==> config.mk <==
export PLATFORM = sky130hd
export DESIGN_NAME = fifo_ctrl
export DESIGN_NICKNAME = d
export VERILOG_FILES = /design/src/rtl/fifo_pkg.sv /design/src/rtl/fifo_mem.sv /design/src/rtl/fifo_ctrl.sv
export SDC_FILE = /design/constraint.sdc
export NUM_CORES = 1
export LEC_CHECK = 0
export BUFFER_PORTS_ARGS = -buffer_cell sky130_fd_sc_hd__buf_2
export CORE_MARGIN = 5
export CORE_UTILIZATION = 43
export DETAILED_ROUTE_END_ITERATION = 16
export PLACE_DENSITY = 0.68
export SETUP_SLACK_MARGIN = 0.5
export SYNTH_ARGS = -nofsm -noshare
export SYNTH_HDL_FRONTEND = slang
export SYNTH_HIERARCHICAL = 1
export SYNTH_SLANG_ARGS = --single-unit
==> constraint.sdc <==
create_clock -name clk -period 3.1 [get_ports clk]
set_input_delay 0.62 -clock clk [delete_from_list [all_inputs] [get_ports clk]]
set_output_delay 0.62 -clock clk [all_outputs]
set_load 0.02 [all_outputs]
==> src/rtl/fifo_pkg.sv <==
// rtl/fifo_pkg.sv - shared types and helpers for the synchronous FIFO
package fifo_pkg;

    typedef enum logic [1:0] {
        S_EMPTY   = 2'd0,
        S_PARTIAL = 2'd1,
        S_FULL    = 2'd2
    } fifo_state_t;

    // Advance a pointer by one, wrapping from entries-1 back to 0 (depth need not be 2^n)
    function automatic logic [31:0] ptr_inc(input logic [31:0] ptr, input int unsigned entries);
        if (ptr == entries - 1) begin
            return 32'd0;
        end
        return ptr + 32'd1;
    endfunction

endpackage

==> src/rtl/fifo_mem.sv <==
// rtl/fifo_mem.sv - FIFO storage array with one sync write and one registered read port
module fifo_mem
    import fifo_pkg::*;
#(
    parameter int ENTRIES = 4,
    parameter int WIDTH   = 8,
    localparam int PTR_W  = $clog2(ENTRIES)
) (
    input  logic             clk,
    input  logic             rst_n,
    input  logic             wr_en,
    input  logic [PTR_W-1:0] wr_addr,
    input  logic [WIDTH-1:0] wr_data,
    input  logic             rd_en,
    input  logic [PTR_W-1:0] rd_addr,
    output logic [WIDTH-1:0] rd_data
);

    logic [WIDTH-1:0] mem_q [ENTRIES];
    logic [WIDTH-1:0] mem_d [ENTRIES];
    logic [WIDTH-1:0] rd_data_q;
    logic [WIDTH-1:0] rd_data_d;

    // Next array contents and read register; a read of the slot being written sees the old word
    always_comb begin
        mem_d = mem_q;
        if (wr_en) begin
            mem_d[wr_addr] = wr_data;
        end
        rd_data_d = rd_data_q;
        if (rd_en) begin
            rd_data_d = mem_q[rd_addr];
        end
    end

    // Storage is never cleared; only the read register returns to zero on reset
    always_ff @(posedge clk) begin
        mem_q <= mem_d;
        if (!rst_n) begin
            rd_data_q <= '0;
        end else begin
            rd_data_q <= rd_data_d;
        end
    end

    assign rd_data = rd_data_q;

endmodule

==> src/rtl/fifo_ctrl.sv <==
// rtl/fifo_ctrl.sv - synchronous FIFO: pointers, occupancy FSM, error pulses, storage
module fifo_ctrl
    import fifo_pkg::*;
#(
    parameter int ENTRIES = 4,
    parameter int WIDTH   = 8,
    localparam int CNT_W  = $clog2(ENTRIES) + 1
) (
    input  logic             clk,
    input  logic             rst_n,
    input  logic             in_write_ctrl,
    input  logic [WIDTH-1:0] in_data,
    input  logic             in_read_ctrl,
    output logic [WIDTH-1:0] out_data,
    output logic             out_valid,
    output logic             out_is_empty,
    output logic             out_is_full,
    output logic [CNT_W-1:0] out_count,
    output logic             out_overflow,
    output logic             out_underflow
);

    localparam int PTR_W = $clog2(ENTRIES);

    fifo_state_t      state_q, state_d;
    logic [CNT_W-1:0] count_q, count_d;
    logic [PTR_W-1:0] wr_ptr_q, wr_ptr_d;
    logic [PTR_W-1:0] rd_ptr_q, rd_ptr_d;
    logic             valid_q, valid_d;
    logic             overflow_q, overflow_d;
    logic             underflow_q, underflow_d;
    logic             rd_acc;
    logic             wr_acc;

    // Acceptance is judged from the registered state only; a write into an empty FIFO never feeds a same-cycle read
    always_comb begin
        rd_acc = in_read_ctrl & (state_q != S_EMPTY);
        wr_acc = in_write_ctrl & ((state_q != S_FULL) | rd_acc);
    end

    // Pointer, occupancy and error-pulse next values; dropped requests leave everything untouched
    always_comb begin
        wr_ptr_d    = wr_ptr_q;
        rd_ptr_d    = rd_ptr_q;
        count_d     = count_q;
        if (wr_acc) begin
            wr_ptr_d = PTR_W'(ptr_inc(32'(wr_ptr_q), ENTRIES));
        end
        if (rd_acc) begin
            rd_ptr_d = PTR_W'(ptr_inc(32'(rd_ptr_q), ENTRIES));
        end
        if (wr_acc && !rd_acc) begin
            count_d = count_q + CNT_W'(1);
        end else if (rd_acc && !wr_acc) begin
            count_d = count_q - CNT_W'(1);
        end
        valid_d     = rd_acc;
        overflow_d  = in_write_ctrl & ~wr_acc;
        underflow_d = in_read_ctrl & ~rd_acc;
    end

    // Occupancy FSM next state; a simultaneous read and write never moves it
    always_comb begin
        state_d = state_q;
        unique case (state_q)
            S_EMPTY: begin
                if (wr_acc) begin
                    state_d = S_PARTIAL;
                end
            end
            S_PARTIAL: begin
                if (rd_acc && !wr_acc && count_q == CNT_W'(1)) begin
                    state_d = S_EMPTY;
                end else if (wr_acc && !rd_acc && count_q == CNT_W'(ENTRIES - 1)) begin
                    state_d = S_FULL;
                end
            end
            S_FULL: begin
                if (rd_acc && !wr_acc) begin
                    state_d = S_PARTIAL;
                end
            end
            default: state_d = S_EMPTY;
        endcase
    end

    // State register and all control flops
    always_ff @(posedge clk) begin
        if (!rst_n) begin
            state_q     <= S_EMPTY;
            count_q     <= '0;
            wr_ptr_q    <= '0;
            rd_ptr_q    <= '0;
            valid_q     <= 1'b0;
            overflow_q  <= 1'b0;
            underflow_q <= 1'b0;
        end else begin
            state_q     <= state_d;
            count_q     <= count_d;
            wr_ptr_q    <= wr_ptr_d;
            rd_ptr_q    <= rd_ptr_d;
            valid_q     <= valid_d;
            overflow_q  <= overflow_d;
            underflow_q <= underflow_d;
        end
    end

    // Status outputs decoded purely from registers
    always_comb begin
        out_is_empty  = (state_q == S_EMPTY);
        out_is_full   = (state_q == S_FULL);
        out_count     = count_q;
        out_valid     = valid_q;
        out_overflow  = overflow_q;
        out_underflow = underflow_q;
    end

    fifo_mem #(
        .ENTRIES (ENTRIES),
        .WIDTH   (WIDTH)
    ) u_mem (
        .clk     (clk),
        .rst_n   (rst_n),
        .wr_en   (wr_acc),
        .wr_addr (wr_ptr_q),
        .wr_data (in_data),
        .rd_en   (rd_acc),
        .rd_addr (rd_ptr_q),
        .rd_data (out_data)
    );

endmodule

==> results of run 1 <==
per-layer routing:
| metal | routed length (µm) | vias to the layer above | global-route usage [%] | part of all wire, % |
|---|---|---|---|---|
| li1 | - | 674 | - | - |
| met1 | 1850 | 650 | 16.2 | 47 |
| met2 | 1890 | 28 | 20.5 | 48 |
| met3 | 153 | 4 | 3.29 | 3.9 |
| met4 | 44 | 0 | 3.99 | 1.1 |
| met5 | 0 | - | 0 | 0 |
layout make-up:
cell class,count,area [µm²],share of cell area [%]
repair buffers,29,150,6.07
well taps,70,87.6,3.54
multi-input cells,95,752,30.4
clock buffers,5,68.8,2.78
flip-flops and latches,52,1360,55.0
inverters,8,32.5,1.31
clock inverters,3,22.5,0.910
power breakdown:
part / switching, W / leakage (nW) / internal (W)
combinational: 0.0000818 / 0.429 / 0.0000542
clock: 0.000224 / 0.0485 / 0.000162
sequential: 0.0000195 / 0.457 / 0.000765
total: 0.000326 / 0.935 / 0.000982
worst register-to-register path: stages, from the launching register on:
cell,delay [ns]
dfxtp_1,0.56
nor3b_2,0.13
nor2_1,0.18
nand2_1,0.07
nor2_1,0.53
worst max-delay path by stage:
stage / start / to / slack [ns] / cells past startpoint
3_5_place_dp: in_read_ctrl / u_mem/mem_q[15] / 0.99 / 5
3_3_place_gp: in_read_ctrl / u_mem/mem_q[13] / 1.05 / 5
5_1_grt: state_q[0] / out_is_full / 1.04 / 3
4_1_cts: state_q[0] / out_is_full / 1.14 / 3
6_report: state_q[0] / out_is_full / 1.15 / 3
2_1_floorplan: in_read_ctrl / u_mem/mem_q[24] / 1.01 / 4
cells in the mapped netlist (all sizes together) (2+ instances only):
cell,count
dfxtp,20
buf,6
inv,8
clkbuf,2
a21oi,6
nand3b,11
nor2,4
ha,6
nand2b,2
mux2i,18
edfxtp,32
nor3b,4
nand2,5
and3b,3
o21ai,5
o221ai,8
and3,2
nand3,3
state kept, by name (all words and copies together) (netlist names):
register and count:
u_mem/mem_q 32, u_mem/rd_data 8, out_count 3, rd_ptr_q 2
state_q 2, wr_ptr_q 2, out_overflow 1, out_underflow 1
out_valid 1
per-stage QoR:
stage                     utilization, %  cell area [µm²]  setup WS, ns  power [W]
after floorplan                        -             2220          1.01   0.000894
after global placement              47.0             2380          1.05   0.000934
after detailed placement            47.0             2380         0.989   0.000937
after CTS                           48.8             2470          1.14    0.00132
after global routing                48.8             2470          1.04    0.00136
final                               48.8             2470          1.15    0.00131
kinds of logic after synthesis:
kind of cell | after synthesis | synth area share (%)
AO/OA/AOI/OAI | 26 | 8.50
flip-flops | 52 | 61.3
buffers and inverters | 16 | 4.90
multiplexers | 18 | 8.11
AND/OR/NAND/NOR | 44 | 13.5
XOR/XNOR | 1 | 0.394
adder cells (fa/ha/maj) | 6 | 3.38
==> metrics.cfg, run 1 <==
[status]
status=complete, no violations

[setup_path]
start_kind=register
worstPathArrival_ns=1.33
critical_path_class=register to primary output
cpLargestDelayFamily=flip-flops
cpMaxStageDelayCell=dfxtp_1
max_stage_delay_ns=0.56
required_ns=2.48
crit_fanout=11
r2r-start=state_q[0]
reg2reg_to=u_mem/mem_q[10]
cp-end-kind=primary output
reg2reg_slack_ns=1.28
path_cells=nand2b_1 -> inv_1 -> buf_2
path_buf_inv=2
rr_worst_depth=4

[detailed_routing]
ant_nets=0
drcViolationCount=0
vias=1356
via_per_inst=5.18
drt_wl_total_um=3940
routedWlPerCell_um=15.0
firstDrtPassIters=4
drtIter0Drc=75

[flow_run]
cap_viol_max_count=0

[cells_and_area]
final_common_cell=edfxtp_1
nets=209
syn2layout_area_growth_pct=11.4
final_cell_mix=edfxtp_1, buf_2, dfxtp_1, mux2i_1, nand3b_1
fillers=477
finalNonFillerCells=262
antennaDiodeCount=0
drive_above_1_share_pct=23.4

[sta]
tightest_slew_ns=0.687
maxSlewViolCount=0
max-slew-margin-rel_pct=54.0
holdWs_ns=0.489
finalSetupTns_ns=0
max_freq_mhz=513
rsz0062_at_grt=no
hold_viol=0
fin_skew_ns=0.0102
min_period_over_period_pct=62.8
finalSetupViolCount=0
min_period_ns=1.95

[clocking]
clk_pin_slew_ns=0.09
cts_htree_levels=2
ctsResizeCount=0
worstSkewPairLatency_ns=0.30
clockBufferDepth=2
cts_sinks=52
ctsRootBufferMaster=clkbuf_8
cts_tree=built
cts-buffers-inserted=5
post_cts_buffers=0
ctsHoldBuffers=0

[synth]
synth_area_um2=2220
synth-seq-cells=52
synth_area_leaders=edfxtp_1, dfxtp_1, mux2i_1
ys_warn_count=6
synth-edff-count=32
syn_avg_cell_area_um2=13.6
syn-num-nets=181
async_flop_share_pct=0
yosysUniqueCellTypes=45
ys.flop_type=edfxtp_1
yosysSeqAreaShare_pct=61.3
synthCells=163
synth_top_area_share_pct=43.2
yosysTopAreaCell=edfxtp_1

[hold_path]
hold-path-endpoint=rd_ptr_q[1]
min_from=rd_ptr_q[1]
hold_path_depth=2
hold_path.class=register to register

[grt]
grt_overflow_total=0
grt_max_degree=18
grt_pass1_wl_um=6210
first_global_vias=1258
track_usage_pct=12.6
grt_antenna_before_repair=0

[placement]
place.gp.congestion=0.777
dp_hpwl_um=2680
io_buffers=27
place_inst=254

[die]
die-area_um2=6710
initial_core_util_pct=43.8
io_pins=28
row_count=26
core-area_um2=5070
fp.dieH_um=81.9
fp.dieW_um=81.9

[power]
vdd_drop_max_mv=0.199
p_leak_nw=0.935
pwr_density_cell_nw_per_um2=528

Note: power is estimated with default switching activity, not from simulation.
==> run 2, diff against run 1 <==
==> constraint.sdc (replaced) <==
create_clock -name clk -period 1.9 [get_ports clk]
set_input_delay 0.38 -clock clk [delete_from_list [all_inputs] [get_ports clk]]
set_output_delay 0.38 -clock clk [all_outputs]
set_load 0.02 [all_outputs]
==> run 2 against run 1 <==
Compared with the run above: count of clock-buffer cells in the layout stayed put; first-iteration DRC count is 4.0% higher; clock skew is 0.0013 ns lower; non-clock buffer count is 15 higher.
==> metrics.cfg, run 2 (synthesis gave the netlist of run 1 again) <==
[sta]
tightest_slew_ns=0.347  ; -0.340 ns
maxSlewViolCount=0  ; unchanged
finalSetupTns_ns=0  ; unchanged
fin_skew_ns=0.00885  ; -0.00132 ns
worst_slack_ns=0.441  ; -0.712 ns
hold_viol=0  ; unchanged
finalSetupViolCount=0  ; unchanged
max-slew-margin-rel_pct=76.8  ; +23 points
max_freq_mhz=685
min_period_over_period_pct=76.8
min_period_ns=1.46
rsz0062_at_grt=yes

[grt]
grt_antenna_before_repair=0  ; unchanged
first_global_vias=1418  ; +13%
use_met1_pct=15.3  ; -0.97 points
grt.busiest_layer=met2
gr-usage-met2_pct=24.6  ; +4.0 points
grt_max_degree=18  ; unchanged
track_usage_pct=13.3  ; +0.79 points
grt_overflow_total=0  ; unchanged
grt_pass1_wl_um=6620  ; +6.7%
met3_usage_pct=2.63  ; -0.66 points

[detailed_routing]
routedWlPerCell_um=15.2  ; +0.85%
vias=1446  ; +6.6%
drcViolationCount=0  ; unchanged
drtIter0Drc=78  ; +4.0%
drt_wl_total_um=4200  ; +6.6%
via_per_inst=5.22  ; +0.86%
firstDrtPassIters=4  ; unchanged
ant_nets=0  ; unchanged

[placement]
preCtsSetupSlack_ns=0.234  ; -0.754 ns
io_buffers=27  ; unchanged
place.gp.congestion=0.947  ; +22%
dp_hpwl_um=2870  ; +7.1%

[cells_and_area]
drive_above_1_share_pct=34.3  ; +11 points
largest_reg_flops=32  ; unchanged
fillers=452  ; -5.2%
final_common_cell=edfxtp_1
top_register=u_mem/mem_q
syn2layout_area_growth_pct=21.7
antennaDiodeCount=0  ; unchanged
nets=224  ; +7.2%
final_cell_mix=edfxtp_1, buf_2, mux2i_1, dfxtp_1, buf_4

[power]
p_leak_nw=1.04  ; +11%
power_frac_comb_pct=12.2  ; +1.8 points
vdd_drop_max_mv=0.446  ; +120%
p_int_w=0.00177  ; +81%
switching_share_pct=23.0  ; -1.9 points
p_seq_share_pct=55.5  ; -4.5 points
pwr_density_cell_nw_per_um2=851  ; +61%
power_frac_clock_pct=32.3  ; +2.7 points
power_switching_w=0.000530  ; +63%

[clocking]
cts-buffers-inserted=5  ; unchanged
cts_sinks=52  ; unchanged
ctsRootBufferMaster=clkbuf_8
cts_htree_levels=2  ; unchanged
clk_pin_slew_ns=0.09  ; about the same
cts_tree=built
worstSkewPairLatency_ns=0.30  ; about the same
clockBufferDepth=2  ; unchanged
ctsHoldBuffers=0  ; unchanged

[die]
row_count=26  ; unchanged
initial_core_util_pct=43.8  ; unchanged
core-area_um2=5070  ; unchanged
fp.dieW_um=81.9  ; unchanged
die-area_um2=6710  ; unchanged
fp.dieH_um=81.9  ; unchanged
io_pins=28  ; unchanged

[setup_path]
critical_path_class=register to primary output
worstPathArrival_ns=1.08  ; -0.25 ns
required_ns=1.52  ; -0.96 ns
start_kind=register
crit_fanout=5  ; -6
cp-end-kind=primary output

[hold_path]
hold_path.class=primary input to register

[status]
status=complete, no violations

[flow_run]
cap_viol_max_count=0  ; unchanged

-- run 2: changes by cell type in the layout (fill, tap and decap cells not counted), sizes merged --
cell      before  now
clkinv         2    0
clkinvlp       0    1
bufinv         0    1
buf           29   44
-- run 2: power by group through the flow --
| stage | sequential [W] | clock, W | combinational [W] |
|---|---|---|---|
| after global placement | 0.00131 | 0 | 0.000219 |
| after detailed placement | 0.00131 | 0 | 0.000226 |
| final | 0.00128 | 0.000744 | 0.000280 |
| after global routing | 0.00128 | 0.000808 | 0.000305 |
| after floorplan | 0.00132 | 0 | 0.000141 |
| after CTS | 0.00128 | 0.000761 | 0.000256 |
-- run 2: repair_timing --
item	in CTS	in global routing
endpoints found under the setup margin	42	24
endpoints found under the hold margin	0	0
gates resized for setup	11	6
pin swaps	1	2
buffers inserted	10	3
-- run 2: metal layers --
| layer | part of all wire (%) | vias up |
|---|---|---|
| li1 | - | 707 |
| met4 | 1.6 | 0 |
| met1 | 40 | 693 |
| met3 | 4.2 | 7 |
| met2 | 54 | 39 |
| met5 | 0 | - |
-- run 2: final cells by class --
class                      count  area, µm²  share of cell area [%]
clock buffer                   5       68.8                    2.54
clock inverter                 3       46.3                    1.71
inverter                       8       35.0                    1.30
multi-input combinational     95        806                    29.8
sequential                    52       1380                    50.9
tap                           70       87.6                    3.24
timing repair buffer          44        285                    10.5
-- run 2: final timing paths --
check / startpoint / to / slack [ns] / cells past startpoint
setup / recovery: state_q[1] / out_is_empty / 0.44 / 3
hold / removal: in_data[4] / u_mem/mem_q[20] / 0.29 / 1
setup reg to reg: state_q[0] / u_mem/mem_q[16] / 0.50 / 4
hold reg to reg: u_mem/rd_data[4] / u_mem/rd_data[4] / 0.50 / 2
-- run 2: worst max-delay path, cell delays in order, from the launching register on --
cell	delay, ns
dfxtp_4	0.36
or2_4	0.26
inv_4	0.06
buf_6	0.10
-- run 2: per-stage QoR --
stage	cell area, µm²	hold WS [ns]	total power, W	util [%]	cells
after floorplan	2260	0.466	0.00147	-	163
after global placement	2420	0.473	0.00153	47.8	256
after detailed placement	2420	0.481	0.00154	47.8	256
after CTS	2640	0.285	0.00230	52.1	274
after global routing	2710	0.275	0.00240	53.3	277
final	2710	0.287	0.00230	53.3	277
==> run 3, diff against run 2 <==
--- a/config.mk
+++ b/config.mk
@@ -9,7 +9,7 @@
 export CORE_MARGIN = 5
 export CORE_UTILIZATION = 43
 export DETAILED_ROUTE_END_ITERATION = 16
-export PLACE_DENSITY = 0.68
+export PLACE_DENSITY = 0.71
 export SETUP_SLACK_MARGIN = 0.5
 export SYNTH_ARGS = -nofsm -noshare
 export SYNTH_HDL_FRONTEND = slang
==> constraint.sdc (replaced) <==
create_clock -name clk -period 1.22 [get_ports clk]
set_input_delay 0.244 -clock clk [delete_from_list [all_inputs] [get_ports clk]]
set_output_delay 0.244 -clock clk [all_outputs]
set_load 0.02 [all_outputs]
==> run 3 against run 2 <==
Compared with the run above: the run now ends with setup timing left; clock power is 61% higher; count of clock-buffer cells in the layout up 1; critical path depth is 2 higher; routed wire length up 17%; non-clock buffer count increased by 26; setup slack got worse by 0.64 ns; hold slack worse by 0.14 ns; design area rose by 18%; critical path type is now register to register; highest routed layer unchanged.
==> metrics.cfg, run 3 (synthesis gave the netlist of run 1 again) <==
[sta]
tightest_slew_ns=0.272  ; -0.0752 ns
hold_viol=0  ; unchanged
rsz0062_at_grt=yes
min_period_over_period_pct=117
finalSetupViolCount=50  ; +50
worst_slack_ns=-0.202  ; -0.643 ns
fin_skew_ns=0.0112  ; +0.00233 ns
max_freq_mhz=703
maxSlewViolCount=0  ; unchanged
min_period_ns=1.42
max-slew-margin-rel_pct=81.8  ; +5.0 points

[cells_and_area]
drive_above_1_share_pct=53.6  ; +19 points
antennaDiodeCount=0  ; unchanged
top_register=u_mem/mem_q
seqCellArea_um2=1390  ; +0.91%
final_cell_mix=edfxtp_1, buf_4, buf_6, mux2i_1, dfxtp_2
fillers=389  ; -14%
multiInputGateArea_um2=926  ; +15%
final_common_cell=edfxtp_1
nets=250  ; +12%
syn2layout_area_growth_pct=43.3
largest_reg_flops=32  ; unchanged
fin_util_pct=62.7  ; +9.4 points

[setup_path]
start_kind=register
reg2reg_to=u_mem/mem_q[24]
rr_worst_depth=5  ; +1
reg2reg_slack_ns=-0.20  ; -0.70 ns
cpLargestDelayFamily=simple AND/OR/NAND/NOR gates
crit_top_cell=nor3b_4
cpMaxStageDelayCell=dfxtp_2
crit_fanout=4  ; -1
path_buf_inv=2  ; unchanged
startpoint=state_q[1]
cp-end-kind=register
worstPathArrival_ns=1.45  ; +0.37 ns
r2r-start=state_q[1]
max_stage_delay_ns=0.34  ; -0.02 ns
required_ns=1.25  ; -0.27 ns
path_cells=buf_6 -> nor3b_4 -> nor2_4 -> nor3b_4 -> buf_4
critical_path_class=register to register

[power]
power_switching_w=0.000917  ; +73%
power_frac_clock_pct=31.4  ; -0.9 points
switching_share_pct=24.1  ; +1.1 points
p_leak_nw=1.22  ; +18%
p_int_w=0.00289  ; +63%
p_seq_share_pct=52.7  ; -2.8 points
pwr_density_cell_nw_per_um2=1200  ; +41%
power_frac_comb_pct=15.9  ; +3.7 points
vdd_drop_max_mv=0.557  ; +25%

[grt]
first_global_vias=1601  ; +13%
track_usage_pct=15.7  ; +2.4 points
grt_antenna_before_repair=0  ; unchanged
grt_pass1_wl_um=7720  ; +17%
grt_max_degree=17  ; -1
grt_overflow_total=0  ; unchanged

[clocking]
worstSkewPairLatency_ns=0.31  ; about the same
cts-buffers-inserted=5  ; unchanged
cts_tree=built
cts_htree_levels=2  ; unchanged
cts_sinks=52  ; unchanged
clockBufferDepth=2  ; unchanged
ctsRootBufferMaster=clkbuf_8
clk_pin_slew_ns=0.10  ; about the same

[detailed_routing]
routedWlPerCell_um=16.3  ; +7.3%
ant_nets=0  ; unchanged
drt_wl_total_um=4930  ; +17%
via_per_inst=5.13  ; -1.7%
drtIter0Drc=99  ; +27%
drcViolationCount=0  ; unchanged
vias=1555  ; +7.5%
firstDrtPassIters=4  ; unchanged

[die]
fp.dieH_um=81.9  ; unchanged
io_pins=28  ; unchanged
die-area_um2=6710  ; unchanged
fp.dieW_um=81.9  ; unchanged
core-area_um2=5070  ; unchanged
row_count=26  ; unchanged
initial_core_util_pct=43.8  ; unchanged

[flow_run]
cap_viol_max_count=0  ; unchanged

[hold_path]
hold_path_depth=1  ; unchanged
hold-path-endpoint=u_mem/mem_q[1]
min_from=in_data[1]
hold_path.class=primary input to register

[placement]
dp_hpwl_um=3190  ; +11%
place.gp.congestion=0.879  ; -7.2%
preCtsSetupSlack_ns=-0.114  ; -0.349 ns
io_buffers=27  ; unchanged

[status]
status=complete, but fails checks
violations=setup timing

## run 3: cell types whose count changed in the layout (fill, tap and decap cells not counted), moves of 2 or more
cell     change
buf_4       +15
dfxtp_1     -12
inv_1        -4
buf_12       +2
ha_1         -3
dfxtp_2     +13
buf_6       +24
buf_2       -15
inv_2        +3
ha_4         +3
## run 3: area by class of cell
type,count,area share [%]
flip-flops and latches,52,43.6
multi-input cells,95,29.1
repair buffers,70,19.9
well taps,70,2.75
clock buffers,6,2.28
clock inverters,2,1.22
inverters,8,1.18
## run 3: worst max path at each step
stage                           end  slack, ns  depth (start not counted)
global route        u_mem/mem_q[30]      -0.24                          5
global placement     u_mem/mem_q[9]      -0.04                          4
finish              u_mem/mem_q[24]      -0.20                          5
CTS                 u_mem/mem_q[24]      -0.21                          5
detailed placement  u_mem/mem_q[25]      -0.11                          4
floorplan           u_mem/mem_q[24]      -0.17                          4
## run 3: stage by stage
step / instance area, µm² / hold slack, ns / total power (W) / std cells / TNS [ns]
6_report: 3180 / 0.150 / 0.00381 / 303 / -6.82
5_1_grt: 3180 / 0.141 / 0.00396 / 303 / -8.52
4_1_cts: 3120 / 0.140 / 0.00381 / 303 / -7.78
3_5_place_dp: 2710 / 0.464 / 0.00252 / 283 / -3.34
3_3_place_gp: 2710 / 0.463 / 0.00250 / 283 / -1.34
2_1_floorplan: 2320 / 0.343 / 0.00231 / 163 / -3.13
## run 3: timing repair
item                                    CTS  global route
pin swaps                                 5             6
endpoints found under the setup margin   68            68
resized for setup                        58            14
hold buffers                              0             0
buffers inserted                         12             0
## run 3: power by group through the flow
stage               clock network, W  logic [W]  registers (W)
floorplan                          0   0.000243        0.00207
global placement                   0   0.000467        0.00203
detailed placement                 0   0.000479        0.00204
CTS                          0.00122   0.000587        0.00200
global route                 0.00128   0.000657        0.00201
finish                       0.00120   0.000607        0.00201
## run 3: metal layers
layer | GRT usage [%] | vias to the layer above | wire length (µm)
met5 | 0 | - | 0
met4 | 6.15 | 0 | 84
met3 | 3.40 | 8 | 152
met2 | 26.8 | 24 | 2480
met1 | 19.3 | 766 | 2220
li1 | - | 757 | -
